$ cat config.mk
export PLATFORM = sky130hd
export DESIGN_NAME = video_scan_ctrl
export DESIGN_NICKNAME = d
export VERILOG_FILES = /design/src/rtl/gpu_video_pkg.sv /design/src/rtl/video_flag_delay.sv /design/src/rtl/video_scan_ctrl.sv
export SDC_FILE = /design/constraint.sdc
export NUM_CORES = 1
export LEC_CHECK = 0
export ABC_AREA = 1
export CORE_MARGIN = 1.5
export CORE_UTILIZATION = 50
export CTS_CLUSTER_SIZE = 20
export DETAILED_ROUTE_END_ITERATION = 8
export GPL_ROUTABILITY_DRIVEN = 1
export HOLD_SLACK_MARGIN = 0.06
export PLACE_DENSITY = 0.79
export SETUP_SLACK_MARGIN = 0.5
export SKIP_LAST_GASP = 1
export SLEW_MARGIN = 40
export SYNTH_ARGS = -nofsm -noshare
export SYNTH_HDL_FRONTEND = slang
export SYNTH_SLANG_ARGS = --single-unit
export TNS_END_PERCENT = 1
$ cat constraint.sdc
create_clock -name clk -period 1.3 [get_ports clk]
set_input_delay 0.195 -clock clk [delete_from_list [all_inputs] [get_ports clk]]
set_output_delay 0.195 -clock clk [all_outputs]
set_load 0.02 [all_outputs]
$ cat src/rtl/gpu_video_pkg.sv
// Shared timing defaults and flag types for the raster scan path.
// The defaults describe 800x600 scanned out of a 200x150 framebuffer.
package gpu_video_pkg;

    typedef struct packed {
        logic [15:0] h_vis;
        logic [15:0] h_fp;
        logic [15:0] h_sync;
        logic [15:0] h_bp;
        logic [15:0] v_vis;
        logic [15:0] v_fp;
        logic [15:0] v_sync;
        logic [15:0] v_bp;
    } scan_timing_t;

    localparam scan_timing_t DEF_TIMING = '{
        h_vis: 16'd200, h_fp: 16'd10, h_sync: 16'd32, h_bp: 16'd22,
        v_vis: 16'd600, v_fp: 16'd1,  v_sync: 16'd4,  v_bp: 16'd23
    };

    localparam int DEF_X_SHIFT = 0;
    localparam int DEF_Y_SHIFT = 2;

    typedef struct packed {
        logic hs;
        logic vs;
        logic vis;
        logic fs;
    } scan_flags_t;

    // Number of framebuffer cells needed to cover n pixels after a >> s downscale.
    function automatic int scaled_extent(input int n, input int s);
        return (n + (1 << s) - 1) >> s;
    endfunction

endpackage

$ cat src/rtl/video_flag_delay.sv
// Enabled shift register for the sync/enable flag bundle; matches framebuffer read latency.
// DEPTH=0 degenerates to a straight wire.
module video_flag_delay
    import gpu_video_pkg::*;
#(
    parameter int DEPTH = 1
) (
    input  logic        clk,
    input  logic        rst_n,
    input  logic        en,
    input  scan_flags_t d,
    output scan_flags_t q
);

    generate
        if (DEPTH == 0) begin : g_wire
            assign q = d;
        end else begin : g_shift
            scan_flags_t stage_reg [DEPTH];

            always_ff @(posedge clk or negedge rst_n) begin
                if (!rst_n) begin
                    for (int i = 0; i < DEPTH; i++) stage_reg[i] <= '0;
                end else if (en) begin
                    stage_reg[0] <= d;
                    for (int i = 1; i < DEPTH; i++) stage_reg[i] <= stage_reg[i-1];
                end
            end

            assign q = stage_reg[DEPTH-1];
        end
    endgenerate

endmodule

$ cat src/rtl/video_scan_ctrl.sv
// Raster scan controller: h/v counters, flag decode, scaled framebuffer address,
// and sync/DE/frame-start outputs delayed to line up with returned pixel data.
module video_scan_ctrl
    import gpu_video_pkg::*;
#(
    parameter int H_VIS       = int'(DEF_TIMING.h_vis),
    parameter int H_FP        = int'(DEF_TIMING.h_fp),
    parameter int H_SYNC      = int'(DEF_TIMING.h_sync),
    parameter int H_BP        = int'(DEF_TIMING.h_bp),
    parameter int V_VIS       = int'(DEF_TIMING.v_vis),
    parameter int V_FP        = int'(DEF_TIMING.v_fp),
    parameter int V_SYNC      = int'(DEF_TIMING.v_sync),
    parameter int V_BP        = int'(DEF_TIMING.v_bp),
    parameter bit HSYNC_POL   = 1'b1,
    parameter bit VSYNC_POL   = 1'b1,
    parameter int X_SHIFT     = DEF_X_SHIFT,
    parameter int Y_SHIFT     = DEF_Y_SHIFT,
    parameter int ADDR_X_BITS = 8,
    parameter int ADDR_Y_BITS = 8,
    parameter int PIPE_DELAY  = 1
) (
    input  logic                               clk,
    input  logic                               rst_n,
    input  logic                               pix_ce,
    output logic [ADDR_Y_BITS+ADDR_X_BITS-1:0] addr,
    output logic                               oe,
    output logic                               hsync,
    output logic                               vsync,
    output logic                               de,
    output logic                               frame_start
);

    localparam int H_TOTAL = H_VIS + H_FP + H_SYNC + H_BP;
    localparam int V_TOTAL = V_VIS + V_FP + V_SYNC + V_BP;
    localparam int HW      = $clog2(H_TOTAL);
    localparam int VW      = $clog2(V_TOTAL);
    localparam int AW      = ADDR_Y_BITS + ADDR_X_BITS;

    if (scaled_extent(H_VIS, X_SHIFT) > (1 << ADDR_X_BITS)) begin : g_bad_x
        $error("video_scan_ctrl: visible columns do not fit in ADDR_X_BITS");
    end
    if (scaled_extent(V_VIS, Y_SHIFT) > (1 << ADDR_Y_BITS)) begin : g_bad_y
        $error("video_scan_ctrl: visible rows do not fit in ADDR_Y_BITS");
    end

    logic [HW-1:0]          h_reg, h_next;
    logic [VW-1:0]          v_reg, v_next;
    logic [AW-1:0]          addr_reg;
    logic                   oe_reg;
    scan_flags_t            flags, flags_reg, flags_d;
    logic [ADDR_Y_BITS-1:0] row;
    logic [ADDR_X_BITS-1:0] col;

    always_comb begin
        h_next = h_reg + 1'b1;
        v_next = v_reg;
        if (h_reg == HW'(H_TOTAL - 1)) begin
            h_next = '0;
            v_next = (v_reg == VW'(V_TOTAL - 1)) ? '0 : v_reg + 1'b1;
        end
    end

    // Integer compares keep the decode correct when a window ends exactly at 2**HW.
    always_comb begin
        flags.vis = (int'(h_reg) < H_VIS) && (int'(v_reg) < V_VIS);
        flags.hs  = (int'(h_reg) >= H_VIS + H_FP) && (int'(h_reg) < H_VIS + H_FP + H_SYNC);
        flags.vs  = (int'(v_reg) >= V_VIS + V_FP) && (int'(v_reg) < V_VIS + V_FP + V_SYNC);
        flags.fs  = (h_reg == '0) && (v_reg == '0);
    end

    assign row = ADDR_Y_BITS'(v_reg >> Y_SHIFT);
    assign col = ADDR_X_BITS'(h_reg >> X_SHIFT);

    // Address stage; flags are registered here too so no output is combinational.
    always_ff @(posedge clk or negedge rst_n) begin
        if (!rst_n) begin
            h_reg     <= '0;
            v_reg     <= '0;
            addr_reg  <= '0;
            oe_reg    <= 1'b0;
            flags_reg <= '0;
        end else if (pix_ce) begin
            h_reg     <= h_next;
            v_reg     <= v_next;
            addr_reg  <= flags.vis ? {row, col} : '0;
            oe_reg    <= flags.vis;
            flags_reg <= flags;
        end
    end

    video_flag_delay #(
        .DEPTH (PIPE_DELAY)
    ) u_flag_delay (
        .clk   (clk),
        .rst_n (rst_n),
        .en    (pix_ce),
        .d     (flags_reg),
        .q     (flags_d)
    );

    assign addr        = addr_reg;
    assign oe          = oe_reg;
    assign hsync       = flags_d.hs ? HSYNC_POL : ~HSYNC_POL;
    assign vsync       = flags_d.vs ? VSYNC_POL : ~VSYNC_POL;
    assign de          = flags_d.vis;
    assign frame_start = flags_d.fs;

endmodule

==> summary.md <==
| Metric | Value |
|---|---|
| Outcome | `finished, violations left` |
| Failing checks | `hold timing, setup timing` |
| Max VDD drop | `approximately 1100 uV` |
| Synth Area in Compound Gates | `about a tenth` |
| R2R Setup Slk | `-60 ps` |
| Synth top area share | `49.3%` |
| Grt total ovfl | `0` |
| Iter 0 DRT Violations | `141` |
| Remaining DRCs | `0` |
| Drt first pass iters | `4` |
| Final Setup Violations | `24` |
| Synth area leader | `dfrtp_1` |
| Critical R2R Launch | `v_reg[1]` |
| Die X | `between 60 and 70 microns` |
| # rows | `23` |
| Routed len/inst | `about 14 microns` |
| PwrDens | `approximately 1700 nW/um^2` |
| Syn_nets | `between 200 and 300` |
| Final HPWL DP | `3680 microns` |
| Largest cells by area after synthesis | `dfrtp_1 49%, nand2_1 13%, inv_1 5.0%, nand3_1 4.6%, o21ai_2 4.4%` |
| Cells along the critical path | `ha_2 > inv_1 > nor3_2 > nand2_2 > nand3_2 > o21ai_1` |
| Slew HR | `between 70% and 80%` |
| Routability Congestion | `approximately 0.91` |
| Synthesized area per cell | `8.46 sq um` |
| Area grow syn2layout | `38.9%` |
| Starting density of the core | `53.4%` |
| Metal2 WL | `2540 microns` |
| Max FO, Critical Path | `7` |
| Worst endpoint required time | `between 1000 and 1500 ps` |
| Synthesized cell area | `2180 sq um` |
| Largest family of logic cells by synthesized area | `simple AND/OR/NAND/NOR gates` |
| Final Critical Period | `around 1400 ps` |
| WHS | `-179 ps` |
| Crit path capture type | `flop` |
| Worst-margin pin slew | `between 400 and 500 ps` |
| Met3 wire length | `between 200 and 300 microns` |
| CTS tree | `built` |
| Setup crit start kind | `flop` |
| Clk Tree Root Cell | `clkbuf_8` |
| Sink Count | `43` |
| CP max stage cell | `dfrtp_1` |
| Tcrit/Tclk final | `105%` |
| Largest register FFs | `16` |
| Die H | `between 60 and 70 microns` |
| Simple-gate area share of the yosys netlist | `about 27%` |
| Final hold vios | `15` |
| Synth warn | `0` |
| Via count | `between 1,500 and 2,000` |
| Clock-pin slew of the registers on the worst-case setup and hold paths | `roughly 80 ps` |
| Critical path's largest stage delay | `around 380 ps` |
| Pre-CTS WS | `-428 ps` |
| Overall Power | `5.23 mW` |
| Setup Skew | `4.67 ps` |
| Die area | `around 4800 sq um` |
| Vias in the first global route | `slightly below 2,000` |
| Post-synthesis xor/xnor area fraction | `under 10%` |
| Min-delay worst type | `in -> async` |
| Total GRT Usage | `a little under a quarter` |
| Crit Path Category | `reg -> reg` |
| Arr. time, crit path | `1540 ps` |
| Pin count of the biggest net entering global routing | `29` |
| Highest routed layer | `met4` |
| RSZ-0062 raised after global routing | `true` |
| Final WL | `5180 microns` |
| Core area | `just over 4000 sq um` |
| Initial antenna violation count | `0` |
| H-tree lvl count | `2` |
| Ys async rst share | `100%` |
| Leakage power | `1.59 nW` |
| Adder-cell area share of the yosys netlist | `under 10%` |
| Mux share of post-synthesis cell area | `0%` |
| Io pins | `24` |
| Vias per inst | `about 5.2` |
| Skew-Pair Late Insertion Delay | `roughly 290 ps` |
| Layout cells sized above 1 | `a little under a third` |
| Max-cap viol count | `0` |
| First-pass GRT wire length | `just under 9000 microns` |
| Final nets | `~340` |
| EDFF count, synth | `0` |
| Max Slew Vio Count | `0` |
| Metal-1 WL | `2310 microns` |
| Count of cell types in the netlist | `25` |
| Synth Flop Type | `dfrtp_1` |
| Port Buffers | `23` |
| RR Endpoint | `v_reg[1]` |
| R2r worst-path depth | `6` |
| Detail Route Antenna Nets | `0` |
| Max clock buf depth | `2` |
| Mapped Cells | `between 200 and 300` |
| Achievable Freq | `approximately 740 MHz` |
| Synthesized flop and latch total | `between 40 and 50` |
| Sequential share of the synthesized area | `49.3%` |
| Diodes inserted | `0` |
| CTS Buf Count | `5` |
| Setup ws final | `-60.5 ps` |
[cell usage in the layout (no fill, tap or decap), drive strengths merged, types with 7 or more instances in the layout]
| master | count |
|---|---|
| xor2 | 7 |
| buf | 47 |
| inv | 32 |
| nand3 | 21 |
| o21ai | 32 |
| dfrtp | 43 |
| nor3 | 7 |
| nor2 | 21 |
| dlygate4sd2 | 22 |
| nand2 | 76 |
[report_power, final]
group / total [mW] / switching (mW) / internal, mW
logic: 2.15 / 1.23 / 0.925
registers: 2.01 / 0.278 / 1.73
clock network: 1.07 / 0.445 / 0.621
[timing repair]
item,CTS,global route
endpoints found under the setup margin,64,64
pin swaps,4,5
cloned,1,0
resized for setup,40,12
endpoints found under the hold margin,15,15
buffers inserted,3,2
[critical path: cells and delay by family, from the launching register on]
family / cells / cell delay, ps
buffers and inverters: 1 / 80
adder cells (fa/ha/maj): 1 / 210
AO/OA/AOI/OAI: 1 / 70
flip-flops: 1 / 380
AND/OR/NAND/NOR: 3 / 500
[cell usage after synthesis (2+ instances only)]
cell      count
o21ai_0      18
nor3_2        3
xor2_1        7
inv_1        29
nor2_2        3
dfrtp_1      43
clkbuf_1      2
ha_1          5
nor2_1       16
nand2_1      73
nand4_1       6
nand2_2       3
o21ai_2      11
o21ai_1       3
a21oi_1       3
nand3_1      20
inv_2         2
nor3_1        4
[through the flow]
stage	utilization [%]	instances	instance area, sq um	TNS (ps)	hold WS (ps)
2_1_floorplan	-	258	2210	0	-101
3_3_place_gp	68.4	368	2800	-12830	140
3_5_place_dp	68.4	368	2800	-13700	147
4_1_cts	73.1	380	2990	-73.1	-170
5_1_grt	74.2	382	3030	-2920	-152
6_report	74.2	382	3030	-557	-179
[area by class of cell]
class | instances | area [sq um]
clock buffer | 6 | 82.6
timing repair buffer | 69 | 567
multi-input combinational | 179 | 1060
tap | 50 | 62.6
clock inverter | 2 | 35.0
sequential | 43 | 1080
fill | 291 | 1060
inverter | 33 | 143
[worst max path at each step]
| stage | startpoint | slack [ps] | endpoint |
|---|---|---|---|
| final | v_reg[1] | -60 | v_reg[1] |
| after global routing | h_reg[7] | -170 | v_reg[5] |
| after CTS | v_reg[7] | -10 | addr[4] |
| after detailed placement | pix_ce | -430 | h_reg[6] |
| after global placement | pix_ce | -380 | h_reg[6] |
| after floorplan | h_reg[4] | 40 | v_reg[2] |
[cell families after synthesis]
kind of cell | Yosys count
and+or+nand+nor | 130
AOI/OAI and AO/OA | 36
buffers and inverters | 37
adders and majority gates | 5
DFF | 43
xor gates and xnor gates | 7
[routing by layer]
metal  vias to the layer above  GRT usage, %
met5                         -             0
met4                         0          7.19
met3                         9          6.43
met2                        55          36.6
met1                       948          29.6
li1                        975             -
Power figures use the tool's default switching activity.
